$ cat config.mk
export PLATFORM = sky130hd
export DESIGN_NAME = mem_access_unit_flat
export DESIGN_NICKNAME = d
export VERILOG_FILES = /design/src/rtl/mem_access_unit_if.sv /design/src/rtl/mem_access_unit.sv /design/src/flat_wrapper.sv
export SDC_FILE = /design/constraint.sdc
export NUM_CORES = 1
export LEC_CHECK = 0
export CORE_ASPECT_RATIO = 0.5
export CORE_MARGIN = 2
export CORE_UTILIZATION = 48
export CTS_CLUSTER_DIAMETER = 80
export DETAILED_ROUTE_END_ITERATION = 16
export GPL_ROUTABILITY_DRIVEN = 0
export PLACE_DENSITY = 0.82
export SLEW_MARGIN = 20
export SYNTH_ARGS = -nofsm -noshare
export SYNTH_HDL_FRONTEND = slang
export SYNTH_SLANG_ARGS = --single-unit
$ cat constraint.sdc
create_clock -name clk_i -period 3 [get_ports clk_i]
set_input_delay 0.6 -clock clk_i [delete_from_list [all_inputs] [get_ports clk_i]]
set_output_delay 0.6 -clock clk_i [all_outputs]
set_load 0.02 [all_outputs]
$ cat src/rtl/mem_access_unit_if.sv
// mem_access_unit_if: request and BRAM port signals of the load/store unit
interface mem_access_unit_if #(
  parameter int WORDS      = 10,
  parameter int DATA_WIDTH = 32
);
  logic                  req_i;
  logic                  we_i;
  logic [2:0]            funct3_i;
  logic [31:0]           addr_i;
  logic [DATA_WIDTH-1:0] wdata_i;
  logic                  ready_o;
  logic                  done_o;
  logic                  err_o;
  logic [DATA_WIDTH-1:0] rdata_o;
  logic [WORDS-1:0]      mem_addr_o;
  logic [DATA_WIDTH-1:0] mem_data_o;
  logic                  mem_wen_no;
  logic [DATA_WIDTH-1:0] mem_data_i;
  modport master (
    output req_i, we_i, funct3_i, addr_i, wdata_i, mem_data_i,
    input  ready_o, done_o, err_o, rdata_o, mem_addr_o, mem_data_o, mem_wen_no
  );
  modport slave (
    input  req_i, we_i, funct3_i, addr_i, wdata_i, mem_data_i,
    output ready_o, done_o, err_o, rdata_o, mem_addr_o, mem_data_o, mem_wen_no
  );
endinterface

$ cat src/rtl/mem_access_unit.sv
// mem_access_unit: RV32I load/store initiator for a byte-enable-less word BRAM
module mem_access_unit #(
  parameter int WORDS      = 10,
  parameter int DATA_WIDTH = 32
) (
  input logic               clk_i,
  input logic               reset_i,
  mem_access_unit_if.slave  bus
);
  localparam logic [2:0] IDLE  = 3'd0;
  localparam logic [2:0] RD    = 3'd1;
  localparam logic [2:0] DATA  = 3'd2;
  localparam logic [2:0] WR    = 3'd3;
  localparam logic [2:0] DONE  = 3'd4;
  localparam logic [2:0] FAULT = 3'd5;
  logic [2:0]            state;
  logic                  we_q;
  logic [2:0]            f3_q;
  logic [1:0]            lane_q;
  logic [15:0]           wd_q;
  logic                  ill;
  logic                  mis;
  logic                  is_sw;
  logic [4:0]            bsh;
  logic [4:0]            hsh;
  logic [7:0]            sel_b;
  logic [15:0]           sel_h;
  logic [DATA_WIDTH-1:0] ext;
  logic [DATA_WIDTH-1:0] merged;
  assign bus.ready_o    = state == IDLE;
  assign bus.done_o     = state == DONE || state == FAULT;
  assign bus.err_o      = state == FAULT;
  assign bus.mem_wen_no = ~(state == WR) | reset_i;
  // request legality at acceptance, lane extraction and read-modify-write merge
  always_comb begin
    ill    = bus.we_i ? (bus.funct3_i[2] | (&bus.funct3_i[1:0]))
                      : ((&bus.funct3_i[1:0]) | (bus.funct3_i == 3'b110));
    mis    = (bus.funct3_i[1:0] == 2'b01 && bus.addr_i[0]) ||
             (bus.funct3_i[1:0] == 2'b10 && bus.addr_i[1:0] != 2'b00);
    is_sw  = bus.we_i && bus.funct3_i == 3'b010;
    bsh    = {lane_q, 3'b000};
    hsh    = {lane_q[1], 4'b0000};
    sel_b  = bus.mem_data_i[bsh +: 8];
    sel_h  = bus.mem_data_i[hsh +: 16];
    ext    = f3_q[1:0] == 2'b00 ? {{24{~f3_q[2] & sel_b[7]}}, sel_b} :
             f3_q[1:0] == 2'b01 ? {{16{~f3_q[2] & sel_h[15]}}, sel_h} : bus.mem_data_i;
    merged = f3_q[0] ? (bus.mem_data_i & ~(32'h0000_FFFF << hsh)) | ({16'h0, wd_q} << hsh)
                     : (bus.mem_data_i & ~(32'h0000_00FF << bsh)) | ({24'h0, wd_q[7:0]} << bsh);
  end
  // sequencer: accept, read, merge/extract, write, complete
  always_ff @(posedge clk_i) begin
    if (reset_i) begin
      state          <= IDLE;
      we_q           <= 1'b0;
      f3_q           <= 3'b000;
      lane_q         <= 2'b00;
      wd_q           <= 16'h0;
      bus.rdata_o    <= '0;
      bus.mem_addr_o <= '0;
      bus.mem_data_o <= '0;
    end else begin
      case (state)
        IDLE: if (bus.req_i) begin
          we_q           <= bus.we_i;
          f3_q           <= bus.funct3_i;
          lane_q         <= bus.addr_i[1:0];
          wd_q           <= bus.wdata_i[15:0];
          bus.mem_addr_o <= bus.addr_i[WORDS+1:2];
          if (!(ill || mis) && is_sw) bus.mem_data_o <= bus.wdata_i;
          state          <= (ill || mis) ? FAULT : is_sw ? WR : RD;
        end
        RD:   state <= DATA;
        DATA: begin
          if (we_q) bus.mem_data_o <= merged;
          else bus.rdata_o <= ext;
          state <= we_q ? WR : DONE;
        end
        WR:      state <= DONE;
        default: state <= IDLE;
      endcase
    end
  end
endmodule

$ cat src/flat_wrapper.sv
// flat-port wrapper written by rule: the top's interface ports become plain ports
module mem_access_unit_flat 
#(
  parameter int WORDS      = 10,
  parameter int DATA_WIDTH = 32
)
  (clk_i, reset_i, bus_req_i, bus_we_i, bus_funct3_i, bus_addr_i, bus_wdata_i, bus_mem_data_i, bus_ready_o, bus_done_o, bus_err_o, bus_rdata_o, bus_mem_addr_o, bus_mem_data_o, bus_mem_wen_no);
  mem_access_unit_if #(.WORDS(WORDS), .DATA_WIDTH(DATA_WIDTH)) bus_i ();
  input logic clk_i;
  input logic reset_i;
  input wire logic [$bits(bus_i.req_i)-1:0] bus_req_i;
  input wire logic [$bits(bus_i.we_i)-1:0] bus_we_i;
  input wire logic [$bits(bus_i.funct3_i)-1:0] bus_funct3_i;
  input wire logic [$bits(bus_i.addr_i)-1:0] bus_addr_i;
  input wire logic [$bits(bus_i.wdata_i)-1:0] bus_wdata_i;
  input wire logic [$bits(bus_i.mem_data_i)-1:0] bus_mem_data_i;
  output wire logic [$bits(bus_i.ready_o)-1:0] bus_ready_o;
  output wire logic [$bits(bus_i.done_o)-1:0] bus_done_o;
  output wire logic [$bits(bus_i.err_o)-1:0] bus_err_o;
  output wire logic [$bits(bus_i.rdata_o)-1:0] bus_rdata_o;
  output wire logic [$bits(bus_i.mem_addr_o)-1:0] bus_mem_addr_o;
  output wire logic [$bits(bus_i.mem_data_o)-1:0] bus_mem_data_o;
  output wire logic [$bits(bus_i.mem_wen_no)-1:0] bus_mem_wen_no;
  assign bus_i.req_i = bus_req_i;
  assign bus_i.we_i = bus_we_i;
  assign bus_i.funct3_i = bus_funct3_i;
  assign bus_i.addr_i = bus_addr_i;
  assign bus_i.wdata_i = bus_wdata_i;
  assign bus_i.mem_data_i = bus_mem_data_i;
  assign bus_ready_o = bus_i.ready_o;
  assign bus_done_o = bus_i.done_o;
  assign bus_err_o = bus_i.err_o;
  assign bus_rdata_o = bus_i.rdata_o;
  assign bus_mem_addr_o = bus_i.mem_addr_o;
  assign bus_mem_data_o = bus_i.mem_data_o;
  assign bus_mem_wen_no = bus_i.mem_wen_no;
  mem_access_unit #(.WORDS(WORDS), .DATA_WIDTH(DATA_WIDTH)) u_core (.clk_i(clk_i), .reset_i(reset_i), .bus(bus_i));
endmodule
==> results.toml, run 1 <==
[outcome]
outcome = "complete, no violations"

[yosys]
synth_most_common_cell = "nand2_1"
yosysTopAreaCellShare = 0.402
synth_top_family_by_area = "compound AO/OA/AOI/OAI gates"
synthAdderAreaFrac = 0
avgSynthCellArea_um2 = 7.98
synth_area_leaders = "dfxtp_1 40%, nand2_1 9.3%, a21oi_1 6.6%"
synth_edf_count = 0
syn_nets = 721
synthXorXnorAreaFrac = 0
netlist_top_cells_count = "122 x nand2_1, 99 x dfxtp_1, 65 x a21oi_1"
synth_ff_type = "dfxtp_1"
netlist_area_mm2 = 0.00493
synth_compound_area_frac = 0.297
ys_async_sr_fraction = 0
yosysSeqAreaShare = 0.402
yosysWarnings = 0
synth_cells = 618
synth.distinct_cells = 47
synth.area.mux_share = 0.0365
synth_top_cell_by_area = "dfxtp_1"
synth-simple-area-share = 0.212
synth-seq-cells = 99

[clocking]
post_cts_buffers = 0
clkSinkCount = 99
h-tree-depth = 3
clock-root-buffer = "clkbuf_16"
cts_tree = "done"
clkTransAtPathRegs_ps = 70
cts_buffer_depth = 2
cts_inserted_buffers = 9
clk_latency_ps = 350
postCtsHoldBufs = 0
cts_resized = 0

[detailed_routing]
drt_wl_total_um = 16300
vias = 5365
wl_met1_um = 6990
wire_per_inst_um = 18.3
via_per_inst = 6.02
wl_met2_um = 7230
top_layer = "met4"
route.detailed.drc = 0
ant_nets = 0
drt-initial-drc-count = 641
drt_first_pass_iters = 5
wl_met3_um = 1770

[worst_hold_path]
hold_path_end = "u_core.bus.mem_data_o[28]"
hold_path_class = "flop to flop"
min_from = "u_core.bus.mem_data_o[28]"
whs_path_depth = 2

[power_and_ir_drop]
switchingPower_uw = 924
swShare = 0.277
p_per_area_mw_per_mm2 = 482
clockPowerShare = 0.384
power_frac_comb = 0.190
vdd_ir_drop_max_mv = 0.327
p_leak_uw = 0.00224
p_int_uw = 2420
pwr-share-seq = 0.426

[placed_design]
numPortBuffers = 160
dp_hpwl_um = 11500

[floorplan]
die_area_mm2 = 0.0112
num_io_pins = 181
rows = 26
die_width_um = 147
start_util = 0.488
coreArea_mm2 = 0.0101
die_h_um = 75.7

[setup_path]
critical_path_class = "flop to output port"
critPathMaxFanout = 11
critPathMaxStageDelay_ps = 630
critical-path-slowest-cell = "dfxtp_1"
rr_endpoint = "u_core.bus.mem_data_o[24]"
crit_buf_inv = 1
cp.arrival_ps = 1940
rr_worst_depth = 5
rrSetupSlack_ps = 680
endpoint_kind = "output port"
reg2reg_from = "u_core.state[1]"
cp-start-kind = "flop"
cpLargestDelayFamily = "flip-flops"
worstPathCellList = "nor2b_1 > and2_1 > clkdlybuf4s50_1"
crit_required_ps = 2400

[final_layout]
num_antenna_cells = 0
fin_nets = 849
drive_above_1_share = 0.0626
utilization = 0.685
area_growth_pct = 40.5

[job]
maxCapViolations = 0

[timing]
min_period_ps = 2540
rsz0062_at_grt = "false"
final_hold_viol_count = 0
fmax_mhz = 393
worst_pin_slew_ps = 1000
slew_headroom = 0.330
setup_viol = 0
finalMaxSlewViolations = 0
fin_tns_setup_ps = 0
period_share = 0.848
clock-skew-final_ps = 8.40

[global_route]
grt_pass1_wl_um = 24900
antenna_found_initial = 0
grt_max_degree = 100
grtUsageTotal = 0.286
overflow = 0
grt_pass1_vias = 4849
[per-stage QoR]
stage	std cells	instance area, um^2	hold WS (ps)	total power, uW	setup WS [ps]
4_1_cts	891	6930	453	3330	422
2_1_floorplan	618	4930	436	1790	1090
5_1_grt	891	6930	474	3450	333
6_report	891	6930	450	3340	457
3_3_place_gp	875	6600	438	2060	430
3_5_place_dp	875	6600	443	2070	390
[cells by family after synthesis]
family,after synthesis
AND/OR/NAND/NOR,232
AO/OA/AOI/OAI,218
flip-flops,99
buffers and inverters,61
multiplexers,8
[worst max path at each step]
stage	cells after the start	start	end	slack (ps)
after floorplan	5	bus_mem_data_i[31]	u_core.bus.rdata_o[22]	1090
after global placement	5	bus_mem_data_i[15]	u_core.bus.rdata_o[29]	430
after detailed placement	5	bus_mem_data_i[15]	u_core.bus.rdata_o[28]	390
after CTS	3	u_core.state[2]	bus_err_o	420
after global routing	3	u_core.state[2]	bus_err_o	330
final	3	u_core.state[2]	bus_err_o	460
[power groups by stage]
| stage | logic (uW) | clock network, uW | registers (uW) |
|---|---|---|---|
| floorplan | 322 | 0 | 1470 |
| global placement | 612 | 0 | 1450 |
| detailed placement | 621 | 0 | 1450 |
| CTS | 627 | 1280 | 1420 |
| global route | 680 | 1340 | 1430 |
| finish | 635 | 1280 | 1420 |
[sequential cells by signal, summed over array words and instances (netlist names)]
name	flops
u_core.bus.mem_data_o	32
u_core.wd_q	16
u_core.bus.mem_addr_o	10
u_core.lane_q	2
u_core.f3_q	3
u_core.we_q	1
u_core.bus.rdata_o	32
u_core.state	3
[layer usage]
layer | vias to the layer above | track usage
met3 | 41 | 0.0880
met5 | - | 0
met2 | 310 | 0.444
li1 | 2510 | -
met4 | 0 | 0.0812
met1 | 2504 | 0.391
[area by class of cell]
type	count	area [um^2]
Clock buffer	11	243
Clock inverter	5	83.8
Fill cell	828	3190
Inverter	3	11.3
Multi-Input combinational cell	458	2710
Sequential cell	99	1980
Tap cell	140	175
Timing Repair Buffer	175	1720
[cell usage in the layout, fill, tap and decap left out, types with 3 or more instances in the layout]
master,synthesis,final
a211o_1,15,15
mux4_2,8,8
buf_4,1,14
a21boi_0,8,8
nand2b_1,4,4
nand3b_1,8,8
nand2_1,122,122
o21ai_1,15,15
nor2_1,52,52
a21oi_1,65,65
nor4_1,3,3
a22oi_1,8,8
nor3_1,26,26
o21ai_0,18,18
a22o_1,7,7
a2111o_1,16,16
o22ai_1,24,24
a31oi_1,8,8
dfxtp_1,99,99
clkbuf_16,0,9
a211oi_1,25,25
clkdlybuf4s50_1,0,159
nor2b_1,3,3
[worst reg2reg max path, cell delays in order, from the launching register on]
cell and delay [ps]:
dfxtp_1 620, or3b_1 550, buf_4 260, nor2_1 430
a2111o_1 260, a21oi_1 70
Note: power is estimated with default switching activity, not from simulation.
==> run 2: changes to the inputs <==
--- a/config.mk
+++ b/config.mk
@@ -7,11 +7,11 @@
 export LEC_CHECK = 0
 export CORE_ASPECT_RATIO = 0.5
 export CORE_MARGIN = 2
-export CORE_UTILIZATION = 48
+export CORE_UTILIZATION = 41
 export CTS_CLUSTER_DIAMETER = 80
 export DETAILED_ROUTE_END_ITERATION = 16
 export GPL_ROUTABILITY_DRIVEN = 0
-export PLACE_DENSITY = 0.82
+export PLACE_DENSITY = 0.75
 export SLEW_MARGIN = 20
 export SYNTH_ARGS = -nofsm -noshare
 export SYNTH_HDL_FRONTEND = slang
==> constraint.sdc (replaced) <==
create_clock -name clk_i -period 2.1 [get_ports clk_i]
set_input_delay 0.42 -clock clk_i [delete_from_list [all_inputs] [get_ports clk_i]]
set_output_delay 0.42 -clock clk_i [all_outputs]
set_load 0.02 [all_outputs]
==> run 2 against run 1 <==
Utilization down 5.8 points. Hold slack worse by 20 ps. Non-clock buffer count up 51. Wire length up 5.4%. Worst setup slack worse by 360 ps. Largest power group unchanged. Sequential share of layout area down 1.7 points. Clock skew up 3.7 ps. Critical path depth unchanged.
==> results.toml, run 2 (synthesis gave the netlist of run 1 again) <==
[floorplan]
rows = 28
die_area_mm2 = 0.0130
start_util = 0.419
die_h_um = 81.6
num_io_pins = 181
coreArea_mm2 = 0.0118
die_width_um = 159

[global_route]
grtUsageTotal = 0.258
antenna_found_initial = 0
overflow = 0
grt_pass1_vias = 4801
grt_max_degree = 75
grt_pass1_wl_um = 26300

[detailed_routing]
ant_nets = 0
drt-initial-drc-count = 547
wire_per_inst_um = 17.8
route.detailed.drc = 0
vias = 5394
drt_wl_total_um = 17200
via_per_inst = 5.58
drt_first_pass_iters = 5

[final_layout]
utilization = 0.627
area_growth_pct = 49.5
fin_nets = 900
fillers = 1006
seqCellArea_mm2 = 0.00198
multi_input_area_mm2 = 0.00271
mostFrequentLayoutCells = "156 x clkdlybuf4s50_1, 122 x nand2_1, 98 x dfxtp_1"
layout.cells.non_filler = 967
post-route-cell-area_mm2 = 0.00738
mostFrequentLayoutCell = "clkdlybuf4s50_1"
reg_top3 = "u_core.bus.mem_data_o (32), u_core.bus.rdata_o (32), u_core.wd_q (16)"
drive_above_1_share = 0.125
num_antenna_cells = 0

[clocking]
post_cts_buffers = 0
h-tree-depth = 3
clock-root-buffer = "clkbuf_16"
cts_tree = "done"
cts_inserted_buffers = 9
clk_latency_ps = 360
cts_buffer_depth = 2
clkSinkCount = 99
postCtsHoldBufs = 0
clkTransAtPathRegs_ps = 70

[power_and_ir_drop]
p_int_uw = 3290
p_leak_uw = 0.00252
p_total_uw = 4720
switchingPower_uw = 1440
swShare = 0.304
clockPowerShare = 0.359
p_per_area_mw_per_mm2 = 640
vdd_ir_drop_max_mv = 0.379
power_frac_comb = 0.212
pwr-share-seq = 0.429

[setup_path]
critPathMaxFanout = 10
crit_required_ps = 1680
endpoint_kind = "output port"
critical_path_class = "flop to output port"
cp.arrival_ps = 1580
cp-start-kind = "flop"

[placed_design]
placed_area_mm2 = 0.00707
dp_hpwl_um = 12700
placed_cells = 951
numPortBuffers = 160

[timing]
worst_pin_slew_ps = 814
rsz0062_at_grt = "false"
period_share = 0.953
fin_tns_setup_ps = 0
min_period_ps = 2000
setup_viol = 0
slew_headroom = 0.457
final_hold_viol_count = 0
clock-skew-final_ps = 12.1
fmax_mhz = 500
finalMaxSlewViolations = 0

[worst_hold_path]
hold_path_class = "primary input to flop"

[outcome]
outcome = "complete, no violations"

[job]
maxCapViolations = 0
[run 2: cell types whose count changed in the layout (fill, tap and decap cells not counted), moves of 2 or more]
cell,change
clkdlybuf4s50_1,-3
bufinv_16,-2
clkinv_8,+2
buf_12,+4
buf_4,+47
inv_8,+2
dlymetal6s2s_1,+2
[run 2: layout make-up]
class | instances | area share
Sequential cell | 99 | 0.269
Timing Repair Buffer | 226 | 0.293
Clock inverter | 7 | 0.0109
Multi-Input combinational cell | 458 | 0.368
Clock buffer | 9 | 0.0305
Tap cell | 165 | 0.0280
Inverter | 3 | 0.00153
[run 2: worst max-delay path: stages (launching register included)]
cell	delay [ps]
dfxtp_1	400
buf_4	200
nand3_1	80
clkdlybuf4s50_1	540
[run 2: power by group through the flow]
stage | Sequential, uW | Combinational [uW] | Clock, uW
final | 2030 | 1000 | 1690
after global placement | 2070 | 974 | 0
after floorplan | 2090 | 460 | 0
after global routing | 2040 | 1080 | 1780
after CTS | 2020 | 991 | 1710
after detailed placement | 2070 | 987 | 0
[run 2: what timing repair did]
| item | 4_1_cts | 5_1_grt |
|---|---|---|
| endpoints found under the setup margin | 3 | 2 |
| resized for setup | 2 | 2 |
| cloned | 0 | 0 |
| hold endpoints to repair | 0 | 0 |
[run 2: worst paths after layout]
path	start	end	slack, ps	cells after the start
worst max-delay path	u_core.state[1]	bus_mem_wen_no	100	3
worst min-delay path	reset_i	u_core.state[1]	430	3
worst max register to register	u_core.f3_q[0]	u_core.bus.mem_data_o[13]	170	4
worst min register to register	u_core.bus.mem_data_o[24]	u_core.bus.mem_data_o[24]	460	2
[run 2: per-layer routing]
layer,global-route usage,vias up,wire length (um)
li1,-,2604,-
met1,0.381,2530,8090
met2,0.393,240,7490
met3,0.0515,20,1400
met4,0.0500,0,201
met5,0,-,0
[run 2: metrics by stage]
stage          setup slack (ps)  hold slack, ps
3_5_place_dp               -101             447
2_1_floorplan               350             436
3_3_place_gp              -75.8             439
4_1_cts                    10.6             428
5_1_grt                    44.7             455
6_report                   99.0             430
==> run 3: changes to the inputs <==
--- a/config.mk
+++ b/config.mk
@@ -5,6 +5,7 @@
 export SDC_FILE = /design/constraint.sdc
 export NUM_CORES = 1
 export LEC_CHECK = 0
+export ABC_CLOCK_PERIOD_IN_PS = 2100
 export CORE_ASPECT_RATIO = 0.5
 export CORE_MARGIN = 2
 export CORE_UTILIZATION = 41
@@ -12,7 +13,7 @@
 export DETAILED_ROUTE_END_ITERATION = 16
 export GPL_ROUTABILITY_DRIVEN = 0
 export PLACE_DENSITY = 0.75
-export SLEW_MARGIN = 20
 export SYNTH_ARGS = -nofsm -noshare
 export SYNTH_HDL_FRONTEND = slang
 export SYNTH_SLANG_ARGS = --single-unit
+export TNS_END_PERCENT = 30
==> results of run 3 <==
No change in the layout: final DEF, timing and power equal those of run 2.
